<file path="src/rtl/core_power_scheduler.sv">
// Per-core power/clock-enable sequencer: admits up to MAX_ACTIVE cores round-robin and
// walks each through OFF -> WAKE -> ON -> DRAIN -> OFF with fixed warm-up and drain times.
module core_power_scheduler #(
    parameter int N          = 4,
    parameter int MAX_ACTIVE = 2,
    parameter int WAKE_CYC   = 3,
    parameter int DRAIN_CYC  = 2,
    localparam int CW        = $clog2(N + 1)
) (
    input  logic          clk_in,
    input  logic          reset,
    input  logic [N-1:0]  req,
    output logic [N-1:0]  pwr_on,
    output logic [N-1:0]  clk_en,
    output logic [CW-1:0] active_cnt
);

    localparam int MAXC = (WAKE_CYC > DRAIN_CYC) ? WAKE_CYC : DRAIN_CYC;
    localparam int TW   = $clog2(MAXC + 1);
    localparam int PW   = (N > 1) ? $clog2(N) : 1;

    // Gray-ordered so every normal transition flips a single state bit
    localparam logic [1:0] ST_OFF   = 2'b00;
    localparam logic [1:0] ST_WAKE  = 2'b01;
    localparam logic [1:0] ST_ON    = 2'b11;
    localparam logic [1:0] ST_DRAIN = 2'b10;

    localparam logic [TW-1:0] WAKE_LD  = TW'(WAKE_CYC);
    localparam logic [TW-1:0] DRAIN_LD = TW'(DRAIN_CYC);
    localparam logic [TW-1:0] CNT_ONE  = TW'(1);
    localparam logic [CW-1:0] MAX_LIM  = CW'(MAX_ACTIVE);

    logic [N-1:0]  is_off;
    logic [N-1:0]  grant;
    logic [N-1:0]  busy_next;
    logic [N-1:0]  pwr_on_reg;
    logic [N-1:0]  clk_en_reg;
    logic [PW-1:0] rr_ptr_reg, rr_ptr_next;
    logic [PW-1:0] idx_p;
    logic [CW-1:0] active_cnt_reg, active_cnt_next;
    logic          found;
    int            idx;

    // Occupancy comes from the current registers, so a core leaving DRAIN this edge
    // still holds its slot; the freed slot is grantable one cycle later.
    always_comb begin
        grant       = '0;
        rr_ptr_next = rr_ptr_reg;
        found       = 1'b0;
        idx         = 0;
        idx_p       = '0;
        if (active_cnt_reg < MAX_LIM) begin
            for (int off = 0; off < N; off++) begin
                idx = int'(rr_ptr_reg) + off;
                if (idx >= N) idx = idx - N;
                idx_p = PW'(idx);
                if (!found && req[idx_p] && is_off[idx_p]) begin
                    found        = 1'b1;
                    grant[idx_p] = 1'b1;
                    rr_ptr_next  = (idx == N - 1) ? '0 : PW'(idx + 1);
                end
            end
        end
    end

    genvar gi;
    generate
        for (gi = 0; gi < N; gi++) begin : g_core
            logic [1:0]    state_reg, state_next;
            logic [TW-1:0] cnt_reg, cnt_next;

            always_comb begin
                state_next = state_reg;
                cnt_next   = cnt_reg;
                case (state_reg)
                    ST_OFF: begin
                        if (grant[gi]) begin
                            state_next = ST_WAKE;
                            cnt_next   = WAKE_LD;
                        end
                    end
                    ST_WAKE: begin
                        // Warm-up always runs to completion; req decides the exit only
                        if (cnt_reg <= CNT_ONE) begin
                            state_next = req[gi] ? ST_ON : ST_DRAIN;
                            cnt_next   = req[gi] ? '0 : DRAIN_LD;
                        end else begin
                            cnt_next = cnt_reg - CNT_ONE;
                        end
                    end
                    ST_ON: begin
                        if (!req[gi]) begin
                            state_next = ST_DRAIN;
                            cnt_next   = DRAIN_LD;
                        end
                    end
                    default: begin
                        if (cnt_reg <= CNT_ONE) begin
                            state_next = ST_OFF;
                            cnt_next   = '0;
                        end else begin
                            cnt_next = cnt_reg - CNT_ONE;
                        end
                    end
                endcase
            end

            // Outputs are registered from the next state so they never glitch
            always_ff @(posedge clk_in or posedge reset) begin
                if (reset) begin
                    state_reg      <= ST_OFF;
                    cnt_reg        <= '0;
                    pwr_on_reg[gi] <= 1'b0;
                    clk_en_reg[gi] <= 1'b0;
                end else begin
                    state_reg      <= state_next;
                    cnt_reg        <= cnt_next;
                    pwr_on_reg[gi] <= (state_next != ST_OFF);
                    clk_en_reg[gi] <= (state_next == ST_ON);
                end
            end

            assign is_off[gi]    = (state_reg == ST_OFF);
            assign busy_next[gi] = (state_next != ST_OFF);
        end
    endgenerate

    assign active_cnt_next = CW'($countones(busy_next));

    always_ff @(posedge clk_in or posedge reset) begin
        if (reset) begin
            rr_ptr_reg     <= '0;
            active_cnt_reg <= '0;
        end else begin
            rr_ptr_reg     <= rr_ptr_next;
            active_cnt_reg <= active_cnt_next;
        end
    end

    assign pwr_on     = pwr_on_reg;
    assign clk_en     = clk_en_reg;
    assign active_cnt = active_cnt_reg;

endmodule

</file>
<file path="config.mk">
export PLATFORM = sky130hd
export DESIGN_NAME = core_power_scheduler
export DESIGN_NICKNAME = d
export VERILOG_FILES = /design/src/rtl/core_power_scheduler.sv
export SDC_FILE = /design/constraint.sdc
export NUM_CORES = 1
export LEC_CHECK = 0
export CAP_MARGIN = 20
export CELL_PAD_IN_SITES_DETAIL_PLACEMENT = 0
export CELL_PAD_IN_SITES_GLOBAL_PLACEMENT = 1
export CORE_UTILIZATION = 44
export DETAILED_ROUTE_END_ITERATION = 6
export MAX_ROUTING_LAYER = met4
export PLACE_DENSITY = 0.76
export SETUP_SLACK_MARGIN = 0.4
export SKIP_CTS_REPAIR_TIMING = 1
export SYNTH_ARGS = -nofsm -noshare
export SYNTH_HDL_FRONTEND = slang
export SYNTH_SLANG_ARGS = --single-unit
</file>
<file path="constraint.sdc">
create_clock -name clk_in -period 4.54 [get_ports clk_in]
set_input_delay 0.681 -clock clk_in [delete_from_list [all_inputs] [get_ports clk_in]]
set_output_delay 0.681 -clock clk_in [all_outputs]
set_load 0.05 [all_outputs]
</file>
# After elaboration in Yosys (flattened, before gate mapping)
# Cells that the tools add are included.
[totals] inputBits=6 elab_cells=210 ff_bits=29
[op_classes] bitwise=3 add_sub_neg=18 n_eq_ne=24 order_cmp=17 n_mux=102 n_reduce_logical=28
[op_table] op="$mux 32" count=8
[op_table] op="$eq 32x3->1 const B" count=4
[op_table] op="$mux 2" count=44
[op_table] op="$pmux 2 s3" count=8
[op_table] op="$mux 4" count=8
[op_table] op="$mux 1" count=22
[op_table] op="$bmux 1 s2" count=8
[op_table] op="$eq 2x2->1 const B" count=8
[op_table] op="$lt 2x3->1 const B" count=4
[op_table] op="$or 4x4->4" count=3
[op_table] op="$sub 3x3->4 const B" count=3
[op_table] op="$logic_and 1x1->1" count=11
[op_table] op="$reduce_and 2->1" count=5
[op_table] op="$ge 3x3->1 const B" count=3
[op_table] op="$add 2x2->2 const B" count=4
[op_table] op="$demux 1 s2" count=4
[op_table] op="$eq 2x1->1 const B" count=4
[op_table] op="$ge 2x1->1 const B" count=4
[op_table] op="$le 2x1->1 const B" count=4
[op_table] op="$logic_not 2->1" count=4
[op_table] op="$ne 2x1->1 const B" count=4
[op_table] op="$ne 2x2->1 const B" count=4
[op_table] op="$reduce_bool 2->1" count=4
[op_table] op="$sub 2x1->2 const B" count=4
[op_table] op="9 further kinds" count=13

# Logic depth before layout (Yosys ltp)
[logic_depth] word_depth=28 depth_mapped=12

# Least setup slack after synthesis
# Ideal clock, no wire load.
[synth_timing] path_kind="register -> register" from="reg rr_ptr_reg[0]" to="reg active_cnt_reg[1], in the netlist active_cnt[1]" stages_incl_launch_ff=13 arrival_time_ps=3721 required_ps=4414 setup_time_ps=126 path_buffers=1 slack_ps=694 cell_sequence="dfrtp_1 clkbuf_1 clkinv_1 ha_1 or4b_2 a21oi_1 nand2_1 a41oi_1 a21oi_2 a21oi_1 fa_1 ha_1 ha_1"
[synth_via] elab_chain_len=28 elab_cells_between_ends=97 cone_classes="10 x add/sub; 12 x order compare; 54 x mux; 3 x bitwise; 18 x reduce/logical"
[synth_lines] item="from (decl)" line="38" text="logic [PW-1:0] rr_ptr_reg, rr_ptr_next;"
[synth_lines] item="from (signal assigned)" line="135" text="rr_ptr_reg <= rr_ptr_next;"
[synth_lines] item="branches (longest 21 deep; another with $sub 3x3->4)"
[synth_lines] item="$mux 4 (*)" line="57" text="if (!found && req[idx_p] && is_off[idx_p]) begin"
[synth_lines] item="$mux 4 (*)" line="52" text="if (active_cnt_reg < MAX_LIM) begin"
[synth_lines] item="$mux 2 (*)" line="77" text="if (grant[gi]) begin"
[synth_lines] item="$pmux 2 s3 (*)" line="75" text="case (state_reg)"
[synth_lines] item="$reduce_bool 2->1 (*)" line="124" text="assign busy_next[gi] = (state_next != ST_OFF);"
[synth_lines] item="net busy_next[3]" line="35" text="logic [N-1:0] busy_next;"
[synth_lines] item="$add 1x1->2 (not written as such) (*)" line="128" text="assign active_cnt_next = CW'($countones(busy_next));"
[synth_lines] item="$add 2x2->3 (not written as such) (*)" line="128"
[synth_lines] item="net active_cnt_next[1]" line="40" text="logic [CW-1:0] active_cnt_reg, active_cnt_next;"
[synth_lines] item="to (signal assigned)" line="136" text="active_cnt_reg <= active_cnt_next;"
[synth_lines] item="to (decl)" line="40"
# Mark *: on every way through the listed nets, which the timed path passes. The select of a mux whose other input is x is not followed.
# A chain may end at the register's enable or synchronous reset.

# Final worst setup path
[layout_timing] from="in req[0]" to="reg active_cnt_reg[1], in the netlist active_cnt[1]"
[layout_via] elab_chain_len=25 elab_cells_between_ends=53 cone_classes="3 x add/sub; 33 x mux; 3 x bitwise; 14 x reduce/logical"
[layout_lines] item="from (decl)" line="12" text="input logic [N-1:0] req,"
[layout_lines] item="$bmux 1 s2" line="57"
[layout_lines] item="$mux 1 (not written as such)" line="57"
[layout_lines] item="$logic_and 1x1->1" line="57"
[layout_lines] item="$mux 1" line="57"
[layout_lines] item="$mux 1" line="52"
[layout_lines] item="$logic_not 1->1" line="57"
[layout_lines] item="$logic_and 1x1->1 (2 in series)" line="57"
[layout_lines] item="$mux 1" line="57"
[layout_lines] item="(+10 left out)"
[layout_lines] item="$mux 4" line="52"
[layout_lines] item="$mux 2" line="77"
[layout_lines] item="$pmux 2 s3 (*)" line="75"
[layout_lines] item="$reduce_bool 2->1 (*)" line="124"
[layout_lines] item="net busy_next[0]" line="35"
[layout_lines] item="$add 1x1->2 (not written as such) (*)" line="128"
[layout_lines] item="$add 2x2->3 (not written as such) (*)" line="128"
[layout_lines] item="net active_cnt_next[1]" line="40"
# The timed path passes the listed nets; every way through them passes the cells marked *. The select of a mux whose other input is x is not followed.

==> results.toml <==
[run_status]
outcome = "completed"

[synthesis]
post_synth_instance_area_sq_um = 2080
yosysTopAreaCell = "sky130_fd_sc_hd__dfrtp_1"
biggest_area_contributors_in_the_synthesized_netlist = "sky130_fd_sc_hd__dfrtp_1 35%, sky130_fd_sc_hd__o21ai_0 5.8%, sky130_fd_sc_hd__ha_1 4.8%, sky130_fd_sc_hd__nand2_1 4.2%, sky130_fd_sc_hd__nor2_1 4.0%"
synth_sequential_area_ratio_pct = 34.9
synth_largest_type_area_fraction_pct = 34.9
ys_types = 48
yosysWarnings = 0
synth-async-reset-ratio_pct = 100
mappedNetlistNets = 252
ys_ff_latch = 29
synth_edf_count = 0
syn_area_per_cell_sq_um = 8.77
synth-main-ff-cell = "sky130_fd_sc_hd__dfrtp_1"
netlist_instances = 237

[critical_path]
critical_path_class = "in2reg"
timing.critical_path.arrival_ns = 4.12
critical_path_peak_fanout = 14
end_kind = "flip-flop"
path_common_cell = "sky130_fd_sc_hd__ha_1"
timing.critical_path.from_type = "primary input"
timing.critical_path.cells = "clkdlybuf4s50_1, or3b_1, mux4_2, o2111ai_2, nor2_2, a21oi_2, a21oi_1, fa_1, ha_1, ha_1"
slowest_stage = "sky130_fd_sc_hd__mux4_2"
worst_ep_required_time_ns = 4.71
crit_path_max_incr_delay_ns = 0.65

[layout]
n_antenna_cell = 0
num-fill-cells = 416
postLayoutCellArea_sq_um = 2370
most_frequent_standard_cell_in_the_layout_excluding_fill_and_tap_cells = "sky130_fd_sc_hd__dfrtp_1"
layout.nets = 264
drive_above_1_share_pct = 12.0
most-common-layout-cells = "29 x sky130_fd_sc_hd__dfrtp_1, 24 x sky130_fd_sc_hd__o21ai_0, 23 x sky130_fd_sc_hd__nand2_1"
syn_to_final_growth_pct = 14.3

[timing]
post-route-min-period_ns = 3.96
period_share_pct = 87.2
rsz0062_at_grt = "false"
finalSetupViolCount = 0
report.final.hold_viol_count = 0
timing.slew.headroom_pct = 65.7
tightestPinTransition_ns = 0.501
final-max-slew-violation-count = 0
maxClockFrequency_ghz = 0.253
skew_ns = 0.00807
setup-tns-final_ns = 0

[floorplanning]
ios = 17
initial_utilization_pct = 46.8
core_sq_um = 4440
dieHeight_um = 70.7
area_enclosed_by_the_die_boundary_sq_um = 5000
die_x_um = 70.7
row_count = 24

[worst_hold_path]
timing.hold.worst.class = "reg2reg"

[cts]
insertion_delay_ns = 0.28
clk_transition_reported_paths_ns = 0.07
tritoncts_clock_tree = "done"
clock_sinks = 29
ctsHtreeMaxLevel = 2
clockRootBuffer = "sky130_fd_sc_hd__clkbuf_8"
cts.path.max_buffers = 2
numCtsBuffers = 5

[grt]
global_route.usage.total_pct = 22.9
pin_count_of_the_biggest_net_entering_global_routing = 30
grt_pass1_vias = 1725
antenna_found_initial = 0
grt_pass1_wl_um = 8590
overflow = 0

[route]
drt_iter0_drc = 108
drc = 0
post_drt_wl_per_cell_um = 16.6
drt.antenna.violating_nets = 0
first_pass_iters = 4
num_vias = 1804
post_drt_via_cell_ratio = 5.97
drt_wl_total_um = 5020

[placed_design]
dpl-instance-area_sq_um = 2250
gp_congestion = 0.870
detailed_placer_s_ending_hpwl_um = 3610
io_buffer_count = 16

[job]
cap_viol_max_count = 0
Yosys cell counts, types with 3 or more instances:
cell type and number:
sky130_fd_sc_hd__nand3_1 5, sky130_fd_sc_hd__a21oi_1 14, sky130_fd_sc_hd__o211ai_1 9, sky130_fd_sc_hd__o21ai_0 24, sky130_fd_sc_hd__nand2b_1 4, sky130_fd_sc_hd__buf_6 3, sky130_fd_sc_hd__nor4bb_1 3, sky130_fd_sc_hd__or3b_1 4
sky130_fd_sc_hd__nand2_1 23, sky130_fd_sc_hd__nor3b_1 8, sky130_fd_sc_hd__dfrtp_1 29, sky130_fd_sc_hd__clkbuf_1 12, sky130_fd_sc_hd__nor4b_1 3, sky130_fd_sc_hd__a41oi_1 4, sky130_fd_sc_hd__o22ai_1 4, sky130_fd_sc_hd__a21oi_2 4
sky130_fd_sc_hd__or2_2 4, sky130_fd_sc_hd__inv_1 9, sky130_fd_sc_hd__mux4_2 3, sky130_fd_sc_hd__nor2b_1 5, sky130_fd_sc_hd__ha_1 8, sky130_fd_sc_hd__nor2_1 22
critical path: cells and delay by family:
| kind | cells | cell delay, ns |
|---|---|---|
| adders and majority gates | 3 | 1.01 |
| and+or+nand+nor | 2 | 0.61 |
| buffers and inverters | 1 | 0.59 |
| AOI/OAI and AO/OA | 3 | 0.57 |
| muxes | 1 | 0.65 |
metal layers:
layer	vias up	part of all wire [%]	wire [um]	GRT usage [%]
met3	6	4.0	199	4.27
met4	0	1.1	55	6.00
met2	41	45	2250	33.5
li1	898	-	-	-
met1	859	50	2510	32.7
met5	-	0	0	-
per-stage QoR:
stage	instances	setup slack (ns)	hold WS [ns]	util, %
2_1_floorplan	237	0.694	0.513	-
3_3_place_gp	294	0.370	0.565	50.7
3_5_place_dp	294	0.305	0.565	50.7
4_1_cts	302	0.590	0.579	53.4
5_1_grt	302	0.446	0.621	53.4
6_report	302	0.581	0.576	53.4
cells by family after synthesis:
kind of cell | after synthesis | synth area share (%)
flops | 29 | 34.9
buf+inv | 25 | 5.60
simple gates | 91 | 24.3
compound gates | 77 | 24.6
mux | 6 | 4.76
fa+ha+maj | 9 | 5.78
worst paths after layout:
path                       cells after the start                  from  slack [ns]                endpoint
setup / recovery                              10                req[0]        0.58           active_cnt[1]
hold / removal                                 1  g_core[3].cnt_reg[1]        0.58  g_core[3].state_reg[1]
setup reg to reg                              11         rr_ptr_reg[1]        0.73           active_cnt[1]
hold reg to reg                                1  g_core[3].cnt_reg[1]        0.58  g_core[3].state_reg[1]
max in group asynchronous                      3                 reset        3.50    g_core[2].cnt_reg[1]
min in group asynchronous                      3                 reset        0.77    g_core[1].cnt_reg[0]
final cells by class:
type	instances	area, sq um	area share (%)
clock buffer	7	86.3	3.64
sequential	29	726	30.6
timing repair buffer	20	190	8.01
inverter	10	37.5	1.58
tap	52	65.1	2.74
clock inverter	1	30.0	1.26
multi-input combinational	183	1240	52.2
Power is not shown: default switching activity piles up to over one toggle a cycle in this logic, so the estimate is an artifact.
